## src/rtl/router_sync.sv

```systemverilog
// Channel select and per-channel timeout for the 1x3 router.
// Optional timeout/soft-reset logic is built only when ROUTER_SYNC_TIMEOUT_EN is defined.
module router_sync #(
  parameter int TIMEOUT = 30
) (
  input  logic       clock,
  input  logic       resetn,
  input  logic       detect_add,
  input  logic [1:0] data_in,
  input  logic       write_enb_reg,
  input  logic       read_enb_0,
  input  logic       read_enb_1,
  input  logic       read_enb_2,
  input  logic       empty_0,
  input  logic       empty_1,
  input  logic       empty_2,
  input  logic       full_0,
  input  logic       full_1,
  input  logic       full_2,
  output logic [2:0] write_enb,
  output logic       fifo_full,
  output logic       vld_out_0,
  output logic       vld_out_1,
  output logic       vld_out_2,
  output logic       soft_reset_0,
  output logic       soft_reset_1,
  output logic       soft_reset_2
);

  logic [1:0] addr_q;
  logic [1:0] addr_d;

  // Address 3 is the idle value: nothing is steered until a header is seen.
  always_comb begin
    addr_d = addr_q;
    if (detect_add) begin
      addr_d = data_in;
    end
  end

  always_ff @(posedge clock or negedge resetn) begin
    if (!resetn) begin
      addr_q <= 2'b11;
    end else begin
      addr_q <= addr_d;
    end
  end

  always_comb begin
    write_enb = 3'b000;
    fifo_full = 1'b0;
    case (addr_q)
      2'd0: begin
        write_enb = {2'b00, write_enb_reg};
        fifo_full = full_0;
      end
      2'd1: begin
        write_enb = {1'b0, write_enb_reg, 1'b0};
        fifo_full = full_1;
      end
      2'd2: begin
        write_enb = {write_enb_reg, 2'b00};
        fifo_full = full_2;
      end
      default: begin
        write_enb = 3'b000;
        fifo_full = 1'b0;
      end
    endcase
  end

  assign vld_out_0 = ~empty_0;
  assign vld_out_1 = ~empty_1;
  assign vld_out_2 = ~empty_2;

`ifdef ROUTER_SYNC_TIMEOUT_EN
  localparam logic [5:0] CntLast = 6'(TIMEOUT - 1);

  logic [2:0] vldVec;
  logic [2:0] readVec;
  logic [5:0] cnt_q [3];
  logic [5:0] cnt_d [3];
  logic [2:0] softReset_q;
  logic [2:0] softReset_d;

  assign vldVec  = {vld_out_2, vld_out_1, vld_out_0};
  assign readVec = {read_enb_2, read_enb_1, read_enb_0};

  // A read or an empty FIFO restarts the count; reaching the limit fires one pulse and restarts.
  always_comb begin
    for (int i = 0; i < 3; i++) begin
      cnt_d[i]       = 6'd0;
      softReset_d[i] = 1'b0;
      if (vldVec[i] && !readVec[i]) begin
        if (cnt_q[i] == CntLast) begin
          softReset_d[i] = 1'b1;
        end else begin
          cnt_d[i] = cnt_q[i] + 6'd1;
        end
      end
    end
  end

  always_ff @(posedge clock or negedge resetn) begin
    if (!resetn) begin
      for (int i = 0; i < 3; i++) begin
        cnt_q[i] <= 6'd0;
      end
      softReset_q <= 3'b000;
    end else begin
      for (int i = 0; i < 3; i++) begin
        cnt_q[i] <= cnt_d[i];
      end
      softReset_q <= softReset_d;
    end
  end

  assign soft_reset_0 = softReset_q[0];
  assign soft_reset_1 = softReset_q[1];
  assign soft_reset_2 = softReset_q[2];
`else
  logic unusedSignals;
  assign unusedSignals = ^{read_enb_0, read_enb_1, read_enb_2, 6'(TIMEOUT)};

  assign soft_reset_0 = 1'b0;
  assign soft_reset_1 = 1'b0;
  assign soft_reset_2 = 1'b0;
`endif

endmodule

```

## config.mk

```make
export PLATFORM = sky130hd
export DESIGN_NAME = router_sync
export DESIGN_NICKNAME = d
export VERILOG_FILES = /design/src/rtl/router_sync.sv
export SDC_FILE = /design/constraint.sdc
export NUM_CORES = 1
export LEC_CHECK = 0
export ABC_CLOCK_PERIOD_IN_PS = 1360
export CAP_MARGIN = 20
export CORE_AREA = 4 4 41 43
export CTS_BUF_LIST = sky130_fd_sc_hd__clkbuf_4 sky130_fd_sc_hd__clkbuf_8
export CTS_CLUSTER_SIZE = 12
export DETAILED_ROUTE_END_ITERATION = 10
export DIE_AREA = 0 0 45 47
export PLACE_DENSITY = 0.51
export REMOVE_ABC_BUFFERS = 1
export SLEW_MARGIN = 10
export SYNTH_ARGS = -nofsm -noshare
export SYNTH_HDL_FRONTEND = slang
export SYNTH_SLANG_ARGS = --single-unit
```

## constraint.sdc

```tcl
create_clock -name clock -period 1.36 [get_ports clock]
set_input_delay 0.272 -clock clock [delete_from_list [all_inputs] [get_ports clock]]
set_output_delay 0.272 -clock clock [all_outputs]
set_load 0.005 [all_outputs]
```

Word level (Yosys, flattened, before mapping). Cells that the tools add are included.

Equal/unequal tests: 2. Multiplexer cells: 2. Bitwise logic cells: 3. Reduce and logical (&&, ||, !) cells: 1.

Operator list (number): $pmux W3 S3 (1); $not A1 Y1 (3); $pmux W1 S3 (1); $eq A2 B1 Y1 const B (1); $eq A2 B2 Y1 const B (1); $logic_not A2 Y1 (1).

Output and inout port bits: 10. Flip-flop bits (word level): 2. Input port bits: 15.

Depth between registers and ports, before layout. Gate-level depths: netlist (run 1).

Word-level depth: 2. Mapped depth: 2.

Least setup slack after synthesis (run 1). OpenSTA, ideal clock, no wires.

Path kind: register -> output. From: register addr_q[0]. To: output port fifo_full. Slack: 0.299 ns. Data required time: 1.088 ns. Cell stages (with the launch flop): 3. Path buffers: 0. Data arrival time: 0.789 ns. Cell sequence: dfstp_2 mux2i_1 o21ai_1.

Longest elaborated chain between the ends: 2. Elaborated cells between the ends (all ways): 4.

Ends and longest elaborated chain: start: declaration (line 30) `logic [1:0] addr_q;`; start signal: assignment (line 45) `addr_q <= addr_d;`; $eq A2 B2 Y1 (tied with other cells) (line 52) `case (addr_q)`; $pmux W1 S3 * (line 52); end: declaration (line 21) `output logic fifo_full,`.

Mark *: on every way between the ends. The rest lies on a longest branch, timed or not.

Final worst setup path (run 1). Same ends and word-level chain as after synthesis.

==> impl_metrics.tcl, run 1 <==
set metrics [dict create \
    synth_cells 17 \
    slew_violations 0 \
    crit_required_ns 1.09 \
    cp_slowest_cell "dfstp_2" \
    synth_top_cell_area_share_pct 32.3 \
    setup_violations 4 \
    cts_sinks 2 \
    synth_cell_types 10 \
    num_rows 13 \
    hpwl_um 379 \
    outcome "finished with violations" \
    largest_reg_flops 2 \
    cts_htree_levels 1 \
    top_regs "addr_q (2)" \
    ios 25 \
    dr.pass1.iters 1 \
    power_density_nw_per_um2 771 \
    finalWorstSetupSlack_ns -0.142 \
    cp_top_family "flip-flops" \
    grt_antenna_before_repair 0 \
    synth_seq_cells 2 \
    routed_wl_um 497 \
    timing.rr.end "addr_q[0]" \
    yosys-top-cells-area "dfstp_2, buf_4, mux2_1" \
    synth_top_area_cell "dfstp_2" \
    p_total_uw 303 \
    fmax_ghz 0.666 \
    insertedDiodeCount 0 \
    max-cap-violations 0 \
    hold_violations 0 \
    nNetsFinal 57 \
    placed_area_um2 347 \
    period_share_pct 110 \
    io_buffers 18 \
    r2r_slack_ns 0.51 \
    cts_buffers 3 \
    root_buffer "clkbuf_4" \
    final_cell_mix "clkdlybuf4s50_1, buf_6" \
    viasPerCell 3.51 \
    avgSynthCellArea_um2 9.57 \
    place_congestion 0.585 \
    area_growth_pct 142 \
    hold_path.class "in2async" \
    peakVddDrop_v 0.000485 \
    grt_max_degree 6 \
    endpoint_kind "primary output" \
    ant_nets 0 \
    final_common_cell "clkdlybuf4s50_1" \
    critPathLaunchType "register" \
    cp_slowest_stage_delay_ns 0.55 \
    failed_checks "setup timing" \
    grt.total_usage_pct 5.13 \
    critical_path.max_fanout 3 \
    core_um2 1300 \
    synth-seq-area-share_pct 32.3 \
    critical_path_class "reg2out" \
    reg2reg_depth 2 \
    design_area_um2 393 \
    grt_pass1_wl_um 696 \
    drt_iter0_drc 0 \
    path_clk_slew_ns 0.03 \
    top_register "addr_q" \
    die-area_um2 2120 \
    clockBufferDepth 2 \
    grt_pass1_vias 184 \
    grt.overflow.total 0 \
    p_leak_uw 0.000189 \
    routedWlPerCell_um 9.04 \
    cts_hold_buf 0 \
    period_needed_ns 1.50 \
    vias 193 \
    die_y_um 47 \
    rsz0062_at_grt "yes" \
    synth_area_um2 163 \
    drive_above_1_share_pct 32.5 \
    cp_num_buf_inv 2 \
    initial_core_util_pct 12.5 \
    clock_latency_ns 0.22 \
    die_width_um 45 \
    fin_skew_ns 0 \
    tritoncts "built" \
    r2r-start "addr_q[0]" \
    yosys_warnings 0 \
    drc 0 \
    cp.arrival_ns 1.23 \
    fill_cells 148 \
    cp_cell_sequence "buf_6 > mux2i_1 > o21ai_1 > buf_2" \
]
-- synthesized netlist by cell type --
library cell,n
buf_4,3
inv_1,3
and3b_2,2
dfstp_2,2
mux2_1,2
conb_1,1
mux2i_1,1
nand3b_1,1
nor3b_1,1
o21ai_1,1
-- stage by stage --
| step | setup slack (ns) | setup TNS, ns | utilization (%) | cells | hold WS (ns) |
|---|---|---|---|---|---|
| after global placement | -0.364 | -1.70 | 26.6 | 49 | 0.630 |
| final | -0.142 | -0.357 | 30.2 | 55 | 0.397 |
| after CTS | -0.156 | -0.388 | 29.2 | 55 | 0.395 |
| after floorplan | 0.299 | 0 | - | 16 | 0.124 |
| after global routing | -0.218 | -0.644 | 30.2 | 55 | 0.384 |
| after detailed placement | -0.380 | -1.74 | 26.6 | 49 | 0.634 |
-- cells by family (layout without fill, tap and decap cells) --
logic type | Yosys count | after routing | synth area share [%]
muxes | 3 | 3 | 20.0
AOI/OAI and AO/OA | 1 | 1 | 3.07
buffers and inverters | 6 | 27 | 20.8
DFF | 2 | 2 | 32.3
and+or+nand+nor | 4 | 4 | 21.5
other | 1 | 3 | 2.31
-- what timing repair did --
action / in CTS / in global routing
buffers inserted: 3 / 0
resized for setup: 19 / 2
setup endpoints to repair: 7 / 4
gates cloned: 0 / 0
pin swaps: 1 / 1
-- worst reg2reg max path, stage by stage (launching register included) --
cell     delay (ns)
dfstp_2        0.37
buf_6          0.11
mux2_1         0.28
-- worst max-delay path by stage --
stage          slack (ns)           from  depth (start not counted)      endpoint
4_1_cts             -0.16      addr_q[0]                          4     fifo_full
3_3_place_gp        -0.36  write_enb_reg                          3  write_enb[0]
3_5_place_dp        -0.38  write_enb_reg                          3  write_enb[0]
2_1_floorplan        0.30      addr_q[0]                          2     fifo_full
6_report            -0.14      addr_q[0]                          4     fifo_full
5_1_grt             -0.22      addr_q[0]                          4     fifo_full
-- per-layer routing --
metal	vias to the layer above	wire length, µm	global-route usage [%]	part of all wire, %
li1	95	-	-	-
met1	83	161	3.85	32
met2	15	224	7.91	45
met3	0	111	5.36	22
met4	0	0	3.51	0
met5	-	0	0	0
-- layout make-up --
cell class / instances / area (µm²) / area share, %
Clock buffer: 3 / 22.5 / 5.73
Inverter: 3 / 11.3 / 2.87
Multi-Input combinational cell: 11 / 83.8 / 21.3
Sequential cell: 2 / 52.6 / 13.4
Tap cell: 15 / 18.8 / 4.78
Timing Repair Buffer: 21 / 204 / 51.9
-- power by group --
part	total [µW]	switching, µW	internal [µW]	leakage, µW
sequential	77.8	6.98	70.8	0.0000210
combinational	98.3	27.3	71.0	0.000154
clock	127	29.7	97.0	0.0000138
No activity file was read; power rests on OpenSTA's default activity.
==> run 2: changes to the inputs <==
- ABC_CLOCK_PERIOD_IN_PS: 1360 -> unset
==> results of run 2 <==
The final DEF is identical to that of run 1; final timing and power are the same.
